$ cat src/rtl/ex_mem_skid_stage.sv
// EX->MEM pipeline register with valid/ready handshake, one-entry skid buffer,
// flush, and a forwarding view of the main register.
module ex_mem_skid_stage #(
  parameter int unsigned DATA_W = 32,
  parameter int unsigned REG_W  = 5,
  parameter int unsigned WB_W   = 2,
  parameter int unsigned M_W    = 2
) (
  input  logic              clk,
  input  logic              reset,
  input  logic              flush,
  input  logic              in_valid,
  output logic              in_ready,
  input  logic [WB_W-1:0]   in_wb,
  input  logic [M_W-1:0]    in_mem,
  input  logic [DATA_W-1:0] in_alu,
  input  logic [DATA_W-1:0] in_wdata,
  input  logic [REG_W-1:0]  in_dst,
  output logic              out_valid,
  input  logic              out_ready,
  output logic [WB_W-1:0]   out_wb,
  output logic [M_W-1:0]    out_mem,
  output logic [DATA_W-1:0] out_alu,
  output logic [DATA_W-1:0] out_wdata,
  output logic [REG_W-1:0]  out_dst,
  output logic              out_memread,
  output logic              out_memwrite,
  output logic              fwd_en,
  output logic [REG_W-1:0]  fwd_dst,
  output logic [DATA_W-1:0] fwd_data,
  output logic [1:0]        occupancy
);

  localparam int unsigned OCC_W = 2;

  typedef struct packed {
    logic [WB_W-1:0]   wb;
    logic [M_W-1:0]    mem;
    logic [DATA_W-1:0] alu;
    logic [DATA_W-1:0] wdata;
    logic [REG_W-1:0]  dst;
  } entry_t;

  entry_t in_entry;
  entry_t main_q, main_d;
  entry_t skid_q, skid_d;
  logic   skid_valid;
  logic   out_valid_d, skid_valid_d;
  logic   accept, main_free;

  assign in_entry  = '{wb: in_wb, mem: in_mem, alu: in_alu, wdata: in_wdata, dst: in_dst};
  assign accept    = in_valid & in_ready;
  assign main_free = ~out_valid | out_ready;

  // Next-state: flush wins; otherwise refill main from skid first to keep FIFO order.
  always_comb begin
    main_d       = main_q;
    skid_d       = skid_q;
    out_valid_d  = out_valid;
    skid_valid_d = skid_valid;
    if (flush) begin
      out_valid_d  = 1'b0;
      skid_valid_d = 1'b0;
    end else if (main_free) begin
      if (skid_valid) begin
        main_d       = skid_q;
        out_valid_d  = 1'b1;
        skid_valid_d = 1'b0;
      end else if (accept) begin
        main_d      = in_entry;
        out_valid_d = 1'b1;
      end else begin
        out_valid_d = 1'b0;
      end
    end else if (accept) begin
      skid_d       = in_entry;
      skid_valid_d = 1'b1;
    end
  end

  // in_ready and occupancy are registered from the next-state valids.
  always_ff @(posedge clk) begin
    if (reset) begin
      main_q     <= '0;
      skid_q     <= '0;
      out_valid  <= 1'b0;
      skid_valid <= 1'b0;
      in_ready   <= 1'b1;
      occupancy  <= '0;
    end else begin
      main_q     <= main_d;
      skid_q     <= skid_d;
      out_valid  <= out_valid_d;
      skid_valid <= skid_valid_d;
      in_ready   <= ~skid_valid_d;
      occupancy  <= OCC_W'(out_valid_d) + OCC_W'(skid_valid_d);
    end
  end

  // Control fields read as a bubble whenever the main register is empty.
  assign out_wb       = out_valid ? main_q.wb  : '0;
  assign out_mem      = out_valid ? main_q.mem : '0;
  assign out_alu      = main_q.alu;
  assign out_wdata    = main_q.wdata;
  assign out_dst      = main_q.dst;
  assign out_memread  = out_mem[M_W-1];
  assign out_memwrite = out_mem[0];

  assign fwd_en   = out_valid & main_q.wb[WB_W-1];
  assign fwd_dst  = main_q.dst;
  assign fwd_data = main_q.alu;

endmodule

$ cat config.mk
export PLATFORM = sky130hd
export DESIGN_NAME = ex_mem_skid_stage
export DESIGN_NICKNAME = d
export VERILOG_FILES = /design/src/rtl/ex_mem_skid_stage.sv
export SDC_FILE = /design/constraint.sdc
export NUM_CORES = 1
export LEC_CHECK = 0
export ABC_AREA = 1
export ABC_CLOCK_PERIOD_IN_PS = 3270
export BUFFER_PORTS_ARGS = -buffer_cell sky130_fd_sc_hd__buf_2
export CAP_MARGIN = 20
export CORE_AREA = 2 2 143 145
export CTS_CLUSTER_SIZE = 10
export DETAILED_ROUTE_END_ITERATION = 8
export DIE_AREA = 0 0 145 147
export PLACE_DENSITY = 0.62
export SYNTH_ARGS = -nofsm -noshare
export SYNTH_HDL_FRONTEND = slang
export SYNTH_SLANG_ARGS = --single-unit
$ cat constraint.sdc
create_clock -name clk -period 3.27 [get_ports clk]
set_input_delay 0.654 -clock clk [delete_from_list [all_inputs] [get_ports clk]]
set_output_delay 0.654 -clock clk [all_outputs]
set_load 0.1 [all_outputs]
==> results_dict.tcl <==
set metrics [dict create \
    io_pins 195 \
    instances_no_fill 1563 \
    status "finished clean" \
    worst_slew_pin_slew_ps 648.4 \
    synth_seq_cells 151 \
    fin_crit_sh_pct 66.64 \
    grt_util_all_layers_pct 16.31 \
    irDropWorstVdd_mv 0.3354 \
    crit_slowest_cell "dfxtp_1" \
    crit_chain "nand2_1, inv_1, buf_2" \
    drive_gt1_share_pct 18.64 \
    path_max_fanout 7 \
    layout_common_cells "nand2_1, nor2_1, buf_2" \
    start_util_pct 39.41 \
    clk_latency_ps 420 \
    cts.sinks 151 \
    cellPowerDensity_mw_per_mm2 587.2 \
    antenna_cells 0 \
    tritoncts "built" \
    drv_slew 0 \
    drt_drc_violations_left 0 \
    rsz0062_at_grt "false" \
    power.leakage_nw 4.599 \
    dieWidth_um 145 \
    hold_path.class "register to register" \
    cp-end-kind "output pin" \
    max_freq_mhz 458.9 \
    grt_max_degree 133 \
    avgSynthCellArea_um2 6.327 \
    max_stage_delay_ps 490 \
    cp.required_ps 2620 \
    final_hold_viol_count 0 \
    final_common_cell "nand2_1" \
    cts.htree.levels 4 \
    gr-total-overflow 0 \
    gp_congestion 0.7314 \
    numCtsBuffers 17 \
    cts-root-buf "clkbuf_16" \
    layout.nets 1359 \
    period_needed_ps 2179 \
    final_antenna_net_count 0 \
    syn-cell-area_mm2 0.007820 \
    via_per_inst 4.282 \
    vias 6693 \
    crit_type "register to output pin" \
    path_clk_slew_ps 60 \
    clk_path_buf_depth 2 \
    placedCellCount 1531 \
    fill_cells 2141 \
    area_growth_pct 10.98 \
    cts_setup_buffers 0 \
    fin_skew_ps 10.32 \
    die_y_um 147 \
    crit_arrival_ps 1530 \
    syn_inst 1236 \
    yosysUniqueCellTypes 16 \
    maxCapViolCount 0 \
    antenna_found_initial 1 \
    post_drt_wl_per_cell_um 10.94 \
    synth_seq_area_share_pct 38.66 \
    yosysWarningCount 0 \
    rows 52 \
    cts_resized 0 \
    setup_violations 0 \
    drt_first_pass_iters 4 \
    grt_pass1_wl_um 28580 \
    dp_hpwl_um 10390 \
    grt_pass1_vias 5920 \
    first_iter_violations 278 \
    port_buffers 194 \
    worst_slew_margin_rel_pct 56.71 \
    start_kind "register" \
    wirelength_um 17100 \
    coreArea_mm2 0.01984 \
    syn_nets 1315 \
    cts_hold_buf 0 \
    dieArea_mm2 0.02132 \
    fin_setup_tns_ps 0 \
    p_total_mw 5.096 \
]
[critical path: cells and delay by family (launching register included)]
family        cells  cell delay [ps]
buf+inv           2              500
simple gates      1              130
flops             1              490
[final cells by class]
cell class | instances | area, um^2 | share of cell area (%)
timing repair buffer | 203 | 1101 | 12.69
tap | 270 | 337.8 | 3.893
clock inverter | 12 | 126.4 | 1.456
clock buffer | 20 | 456.7 | 5.262
multi-input combinational | 749 | 3034 | 34.96
sequential | 151 | 3027 | 34.88
inverter | 158 | 595.6 | 6.863
[sequential cells by signal (all words and copies together), names as in the netlist]
signal,count
fwd_data,32
fwd_dst,5
in_ready,1
main_q,4
occupancy,2
out_valid,1
out_wdata,32
skid_q,73
skid_valid,1
[kinds of logic (layout without fill, tap and decap cells)]
group           after synthesis  in the layout  share of synthesized area [%]
fa+ha+maj                     1              1                         0.1600
compound gates               74             74                          4.736
simple gates                674            674                          33.81
flops                       151            151                          38.66
buf+inv                     336            393                          22.64
[metal layers]
layer	GRT usage, %	part of all wire [%]	vias up
li1	-	-	3630
met1	20.73	48	2903
met2	27.60	46	142
met3	4.224	4.9	16
met4	4.356	1.1	2
met5	0	0.064	-
[power breakdown]
group / switching [mW] / internal, mW / leakage (nW)
Combinational: 0.976 / 0.201 / 3.07
Sequential: 0.0444 / 1.92 / 1.23
Clock: 0.792 / 1.16 / 0.294
[path summary, 6_finish.rpt]
check	startpoint	endpoint	slack (ps)	cells past startpoint
worst max-delay path	out_valid	fwd_en	1090	3
worst min-delay path	skid_q[55]	skid_q[55]	480	2
worst max register to register	out_valid	out_wdata[17]	1600	6
worst min register to register	skid_q[55]	skid_q[55]	480	2
[Yosys cell counts, drive strengths merged]
| cell type | n | share of area, % |
|---|---|---|
| buf | 157 | 14 |
| nor2 | 297 | 14 |
| a21oi | 1 | 0.064 |
| clkbuf | 21 | 1.0 |
| nand3 | 75 | 4.9 |
| o21ai | 73 | 4.7 |
| inv | 158 | 7.6 |
| ha | 1 | 0.16 |
| dfxtp | 151 | 39 |
| nand2 | 302 | 14 |
[per-stage QoR]
stage	setup slack [ps]	area (um^2)	utilization [%]	hold WS (ps)
6_report	1091	8678	43.73	480.8
4_1_cts	1001	8678	43.73	484.5
3_5_place_dp	1223	8095	40.79	470.3
2_1_floorplan	437.4	7820	-	454.9
5_1_grt	944.4	8678	43.73	489.4
3_3_place_gp	1229	8095	40.79	461.7
No activity file was read; power rests on OpenSTA's default activity.
